## src/rtl/dt1_mem_stage.sv

```systemverilog
// Memory stage of the RV32I 5-stage pipeline plus the MEM/WB pipeline register.
// Requests go out on a ready-handshaked data bus. While an access is outstanding
// the upstream stages are stalled. An access that gets no response is abandoned
// after TIMEOUT_CYCLES wait cycles.
module dt1_mem_stage #(
    parameter int TIMEOUT_CYCLES = 16
) (
    input  logic        clk,
    input  logic        reset,
    input  logic        RegWriteM,
    input  logic [1:0]  ResultSrcM,
    input  logic        MemWriteM,
    input  logic [2:0]  Funct3M,
    input  logic [31:0] ALUResultM,
    input  logic [31:0] WriteDataM,
    input  logic [31:0] PCPlus4M,
    input  logic [4:0]  RdM,
    output logic        dmem_req,
    output logic        dmem_we,
    output logic [31:0] dmem_addr,
    output logic [31:0] dmem_wdata,
    output logic [3:0]  dmem_be,
    input  logic        dmem_ready,
    input  logic [31:0] dmem_rdata,
    output logic        StallM,
    output logic        MisalignM,
    output logic        BusErrM,
    output logic        RegWriteW,
    output logic [1:0]  ResultSrcW,
    output logic [31:0] ALUResultW,
    output logic [31:0] ReadDataW,
    output logic [31:0] PCPlus4W,
    output logic [4:0]  RdW
);

    localparam int CNT_W = $clog2(TIMEOUT_CYCLES + 1);
    localparam logic [CNT_W-1:0] CNT_LAST = CNT_W'(TIMEOUT_CYCLES - 1);

    typedef enum logic {
        ST_IDLE,
        ST_WAIT
    } state_t;

    state_t           state_reg, state_next;
    logic [CNT_W-1:0] count_reg, count_next;

    // Copies of the access taken in IDLE, replayed on the bus while in WAIT
    logic [31:0] addr_reg;
    logic        we_reg;
    logic [31:0] wdata_reg;
    logic [3:0]  be_reg;
    logic [2:0]  funct3_reg;

    logic        is_mem_m;
    logic        misalign_m;
    logic [31:0] wdata_m;
    logic [3:0]  be_m;
    logic        bubble;

    logic [31:0] cur_addr;
    logic [2:0]  cur_funct3;
    logic [1:0]  cur_lane;
    logic [7:0]  byte_sel;
    logic [15:0] half_sel;
    logic [31:0] load_data;

    assign is_mem_m = MemWriteM | (ResultSrcM == 2'b01);

    // Halfwords need bit 0 clear; words need both low bits clear
    assign misalign_m = ((Funct3M[1:0] == 2'b01) && ALUResultM[0]) ||
                        ((Funct3M[1:0] == 2'b10) && (ALUResultM[1:0] != 2'b00));

    // Per-lane store data replication and byte enables; loads enable all lanes
    for (genvar gi = 0; gi < 4; gi++) begin : g_lane
        assign wdata_m[gi*8 +: 8] = (Funct3M[1:0] == 2'b00) ? WriteDataM[7:0] :
                                    (Funct3M[1:0] == 2'b01) ? WriteDataM[(gi%2)*8 +: 8] :
                                                              WriteDataM[gi*8 +: 8];
        assign be_m[gi] = !MemWriteM                 ? 1'b1 :
                          (Funct3M[1:0] == 2'b00)    ? (ALUResultM[1:0] == 2'(gi)) :
                          (Funct3M[1:0] == 2'b01)    ? (ALUResultM[1] == 1'(gi / 2)) :
                                                       1'b1;
    end

    // Bus is driven straight from the *M inputs in IDLE and from the latched copies in WAIT
    always_comb begin
        if (state_reg == ST_WAIT) begin
            cur_addr   = addr_reg;
            cur_funct3 = funct3_reg;
            dmem_we    = we_reg;
            dmem_wdata = wdata_reg;
            dmem_be    = be_reg;
        end else begin
            cur_addr   = ALUResultM;
            cur_funct3 = Funct3M;
            dmem_we    = MemWriteM;
            dmem_wdata = wdata_m;
            dmem_be    = be_m;
        end
        cur_lane  = cur_addr[1:0];
        dmem_addr = {cur_addr[31:2], 2'b00};
    end

    // Load alignment and sign/zero extension
    always_comb begin
        byte_sel = dmem_rdata[{cur_lane, 3'b000} +: 8];
        half_sel = dmem_rdata[{cur_lane[1], 4'b0000} +: 16];
        case (cur_funct3)
            3'b000:  load_data = {{24{byte_sel[7]}}, byte_sel};
            3'b100:  load_data = {24'd0, byte_sel};
            3'b001:  load_data = {{16{half_sel[15]}}, half_sel};
            3'b101:  load_data = {16'd0, half_sel};
            default: load_data = dmem_rdata;
        endcase
    end

    // Access FSM: next state, timeout counter, handshake and status pulses
    always_comb begin
        state_next = state_reg;
        count_next = count_reg;
        dmem_req   = 1'b0;
        StallM     = 1'b0;
        MisalignM  = 1'b0;
        BusErrM    = 1'b0;
        bubble     = 1'b0;
        case (state_reg)
            ST_IDLE: begin
                if (is_mem_m) begin
                    if (misalign_m) begin
                        MisalignM = 1'b1;
                        bubble    = 1'b1;
                    end else begin
                        dmem_req = 1'b1;
                        if (!dmem_ready) begin
                            StallM     = 1'b1;
                            bubble     = 1'b1;
                            state_next = ST_WAIT;
                            count_next = '0;
                        end
                    end
                end
            end
            ST_WAIT: begin
                dmem_req = 1'b1;
                if (dmem_ready) begin
                    state_next = ST_IDLE;
                    count_next = '0;
                end else if (count_reg == CNT_LAST) begin
                    // Last allowed wait cycle with no response: give up and retire a bubble
                    BusErrM    = 1'b1;
                    bubble     = 1'b1;
                    state_next = ST_IDLE;
                    count_next = '0;
                end else begin
                    StallM     = 1'b1;
                    bubble     = 1'b1;
                    count_next = count_reg + CNT_W'(1);
                end
            end
            default: begin
                state_next = ST_IDLE;
                count_next = '0;
            end
        endcase
    end

    // State and timeout counter registers
    always_ff @(posedge clk) begin
        if (reset) begin
            state_reg <= ST_IDLE;
            count_reg <= '0;
        end else begin
            state_reg <= state_next;
            count_reg <= count_next;
        end
    end

    // Capture the access every IDLE cycle so WAIT can replay it unchanged
    always_ff @(posedge clk) begin
        if (reset) begin
            addr_reg   <= '0;
            we_reg     <= 1'b0;
            wdata_reg  <= '0;
            be_reg     <= '0;
            funct3_reg <= '0;
        end else if (state_reg == ST_IDLE) begin
            addr_reg   <= ALUResultM;
            we_reg     <= MemWriteM;
            wdata_reg  <= wdata_m;
            be_reg     <= be_m;
            funct3_reg <= Funct3M;
        end
    end

    // MEM/WB register: loads every cycle, inserting a bubble on stall, misalign or timeout
    always_ff @(posedge clk) begin
        if (reset) begin
            RegWriteW  <= 1'b0;
            ResultSrcW <= '0;
            ALUResultW <= '0;
            ReadDataW  <= '0;
            PCPlus4W   <= '0;
            RdW        <= '0;
        end else begin
            RegWriteW  <= bubble ? 1'b0 : RegWriteM;
            RdW        <= bubble ? 5'd0 : RdM;
            ResultSrcW <= ResultSrcM;
            ALUResultW <= ALUResultM;
            ReadDataW  <= load_data;
            PCPlus4W   <= PCPlus4M;
        end
    end

endmodule

```

## config.mk

```make
export PLATFORM = sky130hd
export DESIGN_NAME = dt1_mem_stage
export DESIGN_NICKNAME = d
export VERILOG_FILES = /design/src/rtl/dt1_mem_stage.sv
export SDC_FILE = /design/constraint.sdc
export NUM_CORES = 1
export LEC_CHECK = 0
export BUFFER_PORTS_ARGS = -buffer_cell sky130_fd_sc_hd__buf_2
export CAP_MARGIN = 10
export CORE_MARGIN = 5
export CORE_UTILIZATION = 35
export CTS_BUF_LIST = sky130_fd_sc_hd__clkbuf_8 sky130_fd_sc_hd__clkbuf_16
export DETAILED_ROUTE_END_ITERATION = 7
export PLACE_DENSITY_LB_ADDON = 0.3
export RECOVER_POWER = 25
export SLEW_MARGIN = 20
export SYNTH_ARGS = -nofsm -noshare
export SYNTH_HDL_FRONTEND = slang
export SYNTH_SLANG_ARGS = --single-unit
```

## constraint.sdc

```tcl
create_clock -name clk -period 2.8 [get_ports clk]
set_input_delay 0.28 -clock clk [delete_from_list [all_inputs] [get_ports clk]]
set_output_delay 0.28 -clock clk [all_outputs]
set_load 0.01 [all_outputs]
```

; ---- After elaboration in Yosys (flattened, before gate mapping)
; Cells that the tools add are included.
[totals]
regBits = 182
inputBits = 143
[classes]
add_sub_neg = 1
n_eq_ne = 13
shift = 2
mux = 45
n_bitwise = 3
n_reduce_logical = 9
[ops]
columns = cell, count
row1 = 32-bit one-hot mux with 4 select lines, 1
row2 = 32-bit 2-to-1 mux, 2
row3 = 8-bit 2-to-1 mux, 5
row4 = 32-bit by 6-bit variable part select with 16-bit output, 1
row5 = 32-bit by 6-bit variable part select with 8-bit output, 1
row6 = 1-bit 2-to-1 mux, 26
row7 = 5-bit 2-to-1 mux, 5
row8 = 5-bit one-hot mux with 2 select lines, 1
row9 = 2-bit by 1-bit equality test with 1-bit output (second input constant), 3
row10 = 2-bit equality test (second input constant), 3
row11 = 3-bit equality test (second input constant), 2
row12 = 2-bit != test (second input constant), 3
row13 = 1-bit one-hot mux with 2 select lines, 3
row14 = 5-bit by 1-bit adder with 5-bit output (second input constant), 1
row15 = 5-bit by 4-bit equality test with 1-bit output (second input constant), 1
row16 = 2-bit logical NOT, 2
row17 = 4-bit 2-to-1 mux, 1
row18 = 3-bit by 1-bit equality test with 1-bit output (second input constant), 1
row19 = 3-bit logical NOT, 1
row20 = 3-bit 2-to-1 mux, 1
row21 = 3-bit AND reduction, 1
row22 = 1-bit logical AND, 2
row23 = 1-bit NOT, 2
row24 = 2-bit nonzero test, 1
row25 = 3 further kinds, 3

; ---- Longest topological paths before layout
; Gate-level depths: netlist (run 1).
[depth]
ltp_word = 7
depth_mapped = 7
depth_no_buf = 6

; ---- Worst setup path after synthesis (run 1)
; No wires, ideal clock.
[synth_timing]
path_type = reg-to-reg
startpoint = reg state_reg
endpoint = reg ReadDataW[22]
t_arrival_ns = 1.870
required_time_ns = 2.742
slack_ns = 0.872
stages_incl_launch_ff = 7
path_buffers = 2
cell_sequence = dfxtp_1 buf_6 mux2i_1 nand3_1 a2111oi_4 buf_6 a21o_1
[synth_between]
elab_chain_len = 3
elab_cells_between_ends = 9
classes_between = 3 x eq/ne / 2 x shift / 3 x mux / 1 x reduce/logical
[synth_lines]
columns = element, line_no
row1 = start: declaration, 44  ; state_t state_reg, state_next;
row2 = start signal: assignment, 172  ; state_reg <= state_next;
row3 = 32-bit 2-to-1 mux / 3-bit 2-to-1 mux (equally long branches), n/a
row4 = "32-bit by 6-bit variable part select with 16-bit output, or another cell as far along", 106  ; half_sel = dmem_rdata[{cur_lane[1], 4'b0000} +: 16];
row5 = 32-bit one-hot mux with 4 select lines (*), 107  ; case (cur_funct3)
row6 = end signal: assignment, 208  ; ReadDataW <= load_data;
row7 = end: declaration, 31  ; output logic [31:0] ReadDataW,
; Every way passes the cells marked *; elsewhere a longest branch is shown, timed or not.
; A chain may end at the register's enable or synchronous reset.

; ---- Worst setup path after layout (run 1)
[layout_timing]
startpoint = reg state_reg
endpoint = reg ReadDataW[13]
; The elaborated chain is that of the path after synthesis.

==> metrics.yaml, run 1 <==
finalSetupViolations: 0
io_buffers: 317
insertion_delay_ns: 0.42
area_delta_synth_final_pct: 30.9
min_path_type: "in2reg"
final_hold_viol_count: 0
die_area_sq_mm: 0.0226
vdd_drop_max_v: 0.000426
intPower_mw: 4.41
finalMaxSlewViolations: 31
critPathLaunch: "state_reg"
post_cts_buffers: 0
synth-seq-cells: 182
clock_skew_ns: 0.00990
multi_input_area_sq_mm: 0.00282
drive_gt1_frac: 0.409
rsz0062_at_grt: "false"
finalInstanceArea_sq_mm: 0.00902
synth-edff-count: 0
min-delay-start: "RdM[4]"
htree_levels: 4
dr_total_vias: 5463
layout_commonest_cell: "buf_2"
drtIter0Drc: 180
cts_max_path_buffers: 2
final-seq-area_sq_mm: 0.00365
critPathKind: "reg2reg"
cts_resized: 0
track_usage: 0.164
utilization: 0.465
endpoint_kind: "flip-flop"
dp_hpwl_mm: 14.3
drc: 0
cts_tree: "built"
wl_per_cell_um: 15.7
cts_buffers: 17
clk_pin_slew_ns: 0.07
worst_pin_slew_ns: 1.52
fmax_mhz: 434
cts_root_buf: "clkbuf_16"
gr-total-overflow: 0
antenna_left: 0
fill_cells: 1978
yosysSeqAreaShare: 0.529
rows: 51
critPathArrivalTime_ns: 2.53
timing.rr.start: "state_reg"
ios: 320
worst_ep_required_time_ns: 3.03
status: "complete, but fails checks"
power_mw: 6.01
period_share: 0.823
leakage_nw: 4.27
antenna_found_initial: 0
drt_wl_total_mm: 19.1
layout_common_cells: "buf_2, dfxtp_1, and2_1"
diodes: 0
core-area_sq_mm: 0.0194
start_util: 0.355
fin_tns_setup_ns: 0
viasPerCell: 4.49
place_area_sq_mm: 0.00848
crit_path_max_incr_delay_ns: 0.66
violations: "capacitance limit, slew limit"
place_congestion: 0.856
fin_nets: 1082
seqPwrFrac: 0.467
path_cells: "mux2i_2 > mux4_2 > nand2_1 > or2_1 > a21oi_1"
grt_pass1_wl_mm: 28.8
clockPowerShare: 0.390
cp_slowest_cell: "dfxtp_4"
crit_path_start_kind: "flip-flop"
synthCells: 667
cts_hold_buf: 0
ys_types: 43
post-route-min-period_ns: 2.30
ys.flop_type: "dfxtp_1"
max_cap_violations: 1
die_x_um: 150
synth_warnings: 0
synthesis.area_sq_mm: 0.00689
swShare: 0.267
powerDensity_mw_per_mm2: 666
p_comb_frac: 0.143
path_max_fanout: 48
avgSynthCellArea_sq_um: 10.3
async_flop_share: 0
firstDrtPassIters: 4
fp.dieH_um: 150
grt_pass1_vias: 5423
p_switching_mw: 1.61
grt_max_degree: 70
cts_sinks: 182
max_slew_margin: -0.0111
[metrics by stage]
step	std cells	worst slack (ns)	hold WS (ns)
after global placement	1184	0.601	0.454
after CTS	1216	0.485	0.0349
final	1216	0.496	0.0536
after global routing	1216	0.338	0.0321
after floorplan	668	0.872	0.359
after detailed placement	1184	0.568	0.453
[path summary, 6_finish.rpt]
path                                      end  cells past startpoint  slack (ns)
worst min register to register   count_reg[4]                      1        0.47
worst max-delay path            ReadDataW[13]                      5        0.50
worst min-delay path                   RdW[4]                      2        0.05
worst max register to register  ReadDataW[13]                      5        0.50
[power groups by stage]
stage | Sequential (mW) | Combinational (mW) | Clock (mW)
after floorplan | 2.90 | 0.481 | 0
after global placement | 2.86 | 0.873 | 0
after detailed placement | 2.87 | 0.878 | 0
after CTS | 2.81 | 0.881 | 2.42
after global routing | 2.82 | 0.947 | 2.53
final | 2.81 | 0.860 | 2.35
[cell type report]
| class | count | area share |
|---|---|---|
| sequential | 182 | 0.404 |
| multi-input combinational | 406 | 0.312 |
| timing repair buffer | 322 | 0.179 |
| clock buffer | 17 | 0.0472 |
| tap | 265 | 0.0368 |
| clock inverter | 15 | 0.0164 |
| inverter | 9 | 0.00375 |
[synth_stat cells (3+ instances only)]
library cell  count  share of area
and2_1           75          0.068
o221a_2           7          0.011
a22oi_1          11          0.012
inv_1             9         0.0049
a21o_1           16          0.017
buf_1             6         0.0033
mux2_2           42          0.069
nand2_1          29          0.016
a21oi_1          39          0.028
nor2b_1          66          0.060
clkbuf_1         31          0.017
nand3_1           4         0.0029
buf_4            32          0.035
o21ai_0          27          0.020
dfxtp_1         182           0.53
mux2i_1          33          0.048
nor2_1           23          0.013
nor3_1            4         0.0029
nand2b_1          3         0.0027
[per-layer routing]
metal  wire (um)  up-vias  share of wire  global-route usage
li1            -     2738              -                   -
met1        7710     2505           0.40               0.188
met4         347        0          0.018              0.0535
met2        9200      195           0.48               0.278
met3        1890       25          0.098              0.0662
met5           0        -              0                   0
[logic make-up after synthesis]
family,Yosys count,share of synthesized area
DFF,182,0.529
adders and majority gates,1,0.00182
AOI/OAI and AO/OA,110,0.105
and+or+nand+nor,215,0.177
buffers and inverters,80,0.0632
muxes,78,0.124
other,1,0.000544
[critical path, delay by kind of cell, from the launching register on]
family | cells | cell delay [ns]
simple gates | 2 | 0.38
compound gates | 1 | 0.11
flops | 1 | 0.66
mux | 2 | 0.96
(Power assumes the default switching activity.)
==> inputs of run 2 (changes only) <==
--- a/config.mk
+++ b/config.mk
@@ -5,6 +5,7 @@
 export SDC_FILE = /design/constraint.sdc
 export NUM_CORES = 1
 export LEC_CHECK = 0
+export ABC_AREA = 1
 export BUFFER_PORTS_ARGS = -buffer_cell sky130_fd_sc_hd__buf_2
 export CAP_MARGIN = 10
 export CORE_MARGIN = 5
==> constraint.sdc (replaced) <==
create_clock -name clk -period 2.1 [get_ports clk]
set_input_delay 0.21 -clock clk [delete_from_list [all_inputs] [get_ports clk]]
set_output_delay 0.21 -clock clk [all_outputs]
set_load 0.01 [all_outputs]
==> metrics.yaml, run 2 <==
synthesis.area_sq_mm: 0.00704  # was 0.00689 sq mm
min-delay-start: "PCPlus4M[23]"  # was RdM[4]
post-route-min-period_ns: 1.97
critPathArrivalTime_ns: 1.76  # was 2.53 ns
yosysTopAreaCell: "dfxtp_1"  # unchanged
grt_max_degree: 87  # was 70
max_cap_violations: 1  # unchanged
period_share: 0.939
power_mw: 8.18  # was 6.01 mW
cts_sinks: 182  # unchanged
fin_nets: 1449  # was 1082
fill_cells: 2000  # was 1978
rsz0062_at_grt: "false"  # unchanged
endpoint_kind: "output pin"  # was flip-flop
fp.dieH_um: 152  # was 150 um
clock_skew_ns: 0.00710  # was 0.00990 ns
synth_warnings: 0  # unchanged
yosysTopAreaCellShare: 0.517  # was 0.529
die_x_um: 152  # was 150 um
crit_path_start_kind: "input pin"  # was flip-flop
final_hold_viol_count: 0  # unchanged
async_flop_share: 0  # unchanged
cpMostUsedCell: "nand2_1"
fin_hold_ws_ns: 0.0209  # was 0.0536 ns
cts_max_path_buffers: 2  # unchanged
htree_levels: 4  # unchanged
clk_pin_slew_ns: 0.06  # was 0.07 ns
worst_pin_slew_ns: 1.78  # was 1.52 ns
synth.top_cells.by_count: "nand2_1, dfxtp_1, inv_1, nor2_1, a21oi_1"  # was dfxtp_1, and2_1, nor2b_1, mux2_2, a21oi_1
final.setup.worst_slack_ns: 0.128  # was 0.496 ns
synthCells: 950  # was 667
io_buffers: 317  # unchanged
fmax_mhz: 507
worst_ep_required_time_ns: 1.89  # was 3.03 ns
ys_types: 31  # was 43
path_delay_family: "buffers and inverters"  # was multiplexers
wl_per_cell_um: 14.2  # was 15.7 um
viasPerCell: 4.39  # was 4.49
gr-total-overflow: 0  # unchanged
synth-seq-cells: 182  # unchanged
min_path_type: "in2reg"  # unchanged
drc: 0  # unchanged
place_congestion: 0.869  # was 0.856
rows: 51  # unchanged
vdd_drop_max_v: 0.000548  # was 0.000426 V
grt_pass1_vias: 6945  # was 5423
path_cells: "dlygate4sd3_1 > buf_2 > inv_1 > nand2_1 > nand2_1 > nand3_1 > nand2_1 > inv_1 > nor2_1 > buf_2"  # was mux2i_2 > mux4_2 > nand2_1 > or2_1 > a21oi_1
path_max_fanout: 4  # was 48
track_usage: 0.190  # was 0.164
timing.rr.start: "state_reg"  # unchanged
finalSetupViolations: 0  # unchanged
critPathLaunch: "ResultSrcM[1]"  # was state_reg
dp_slack_ns: 0.347  # was 0.568 ns
area_delta_synth_final_pct: 41.7  # was 30.9%
cts_buffers: 17  # unchanged
diodes: 0  # unchanged
insertion_delay_ns: 0.42  # about the same
layout_commonest_cell: "buf_2"  # unchanged
drtIter0Drc: 287  # was 180
ys.flop_type: "dfxtp_1"  # unchanged
firstDrtPassIters: 4  # unchanged
antenna_found_initial: 0  # unchanged
cts_root_buf: "clkbuf_16"  # unchanged
finalMaxSlewViolations: 87  # was 31
yosys-top-cells-area: "dfxtp_1, nand2_1, inv_1"  # was dfxtp_1, mux2_2, and2_1
start_util: 0.358  # was 0.355
core-area_sq_mm: 0.0197  # was 0.0194 sq mm
yosysSeqAreaShare: 0.517  # was 0.529
yosys.cell_count.top_type: "nand2_1"  # was dfxtp_1
grt_pass1_wl_mm: 36.0  # was 28.8 mm
drt_wl_total_mm: 22.5  # was 19.1 mm
fin_tns_setup_ns: 0  # unchanged
status: "complete, but fails checks"  # unchanged
dp_hpwl_mm: 16.3  # was 14.3 mm
critPathKind: "in2out"  # was reg2reg
drive_gt1_frac: 0.277  # was 0.409
dr_total_vias: 6954  # was 5463
powerDensity_mw_per_mm2: 819  # was 666 mW/mm^2
cts_tree: "built"  # unchanged
max_slew_margin: -0.188  # was -0.0111
avgSynthCellArea_sq_um: 7.42  # was 10.3 sq um
die_area_sq_mm: 0.0231  # was 0.0226 sq mm
ios: 320  # unchanged
layout_common_cells: "buf_2, nand2_1, dfxtp_1"  # was buf_2, dfxtp_1, and2_1
path_buf_inv: 5  # was 0
cp_slowest_cell: "dlygate4sd3_1"  # was dfxtp_4
synth-edff-count: 0  # unchanged
violations: "capacitance limit, slew limit"  # unchanged
crit_path_max_incr_delay_ns: 0.54  # was 0.66 ns
leakage_nw: 5.50  # was 4.27 nW
antenna_left: 0  # unchanged
[run 2: cell count changes in the layout (fill, tap and decap cells not counted), sizes merged, moves of 21 or more]
| cell | previous run | this run |
|---|---|---|
| a21oi | 40 | 87 |
| and2 | 75 | 4 |
| dlygate4sd3 | 0 | 79 |
| inv | 16 | 154 |
| mux2 | 43 | 0 |
| mux2i | 34 | 0 |
| nand2 | 29 | 241 |
| nand3 | 4 | 25 |
| nor2 | 25 | 132 |
| nor2b | 66 | 0 |
[run 2: where the power goes]
part / total, mW / switching [mW] / internal [mW]
clock network: 3.05 / 1.47 / 1.58
logic: 1.38 / 0.807 / 0.571
registers: 3.75 / 0.0640 / 3.69
total: 8.18 / 2.34 / 5.84
[run 2: per-layer routing]
metal | GRT usage | vias up | part of all wire
li1 | - | 3570 | -
met1 | 0.227 | 3099 | 0.43
met2 | 0.326 | 262 | 0.47
met3 | 0.0636 | 23 | 0.081
met4 | 0.0531 | 0 | 0.016
met5 | 0 | - | 0
[run 2: per-stage QoR]
step | instance area [sq um] | util | std cells
floorplan | 7050 | - | 951
global placement | 8640 | 0.440 | 1472
detailed placement | 8640 | 0.440 | 1472
CTS | 9990 | 0.509 | 1583
global route | 9980 | 0.508 | 1583
finish | 9980 | 0.508 | 1583
[run 2: path summary, 6_finish.rpt]
path,to,slack [ns],cells past startpoint
worst min register to register,wdata_reg[1],0.46,2
worst max-delay path,StallM,0.13,10
worst min-delay path,PCPlus4W[23],0.02,3
worst max register to register,ReadDataW[22],0.44,9
[run 2: layout make-up]
cell class	instances	area [sq um]	area share
Sequential cell	182	3650	0.365
Clock buffer	18	439	0.0440
Clock inverter	14	119	0.0119
Tap cell	265	332	0.0332
Timing Repair Buffer	406	2460	0.246
Inverter	146	551	0.0552
Multi-Input combinational cell	552	2440	0.244
[run 2: worst register-to-register path, cell delays in order, from the launching register on]
cell     delay [ns]
dfxtp_4        0.39
inv_4          0.16
nand2_2        0.10
nand2_2        0.23
nand2_1        0.11
nand3_1        0.15
nand3_4        0.13
nand2_2        0.10
nand2_4        0.12
nand2_1        0.11
[run 2: cells by family (layout without fill, tap and decap cells)]
kind of cell             count (synthesis)  after routing  share of synthesized area
buffers and inverters                  217            584                      0.137
other                                    1              2                   0.000532
flip-flops                             182            182                      0.517
AO/OA/AOI/OAI                          143            143                      0.109
AND/OR/NAND/NOR                        406            406                      0.234
adder cells (fa/ha/maj)                  1              1                    0.00178
[run 2: what timing repair did]
action | 4_1_cts | 5_1_grt
endpoints found under the setup margin | 6 | 27
hold endpoints to repair | 79 | 0
buffers inserted | 0 | 0
cloned | 0 | 0
hold buffers | 79 | 0
gates resized for setup | 2 | 8
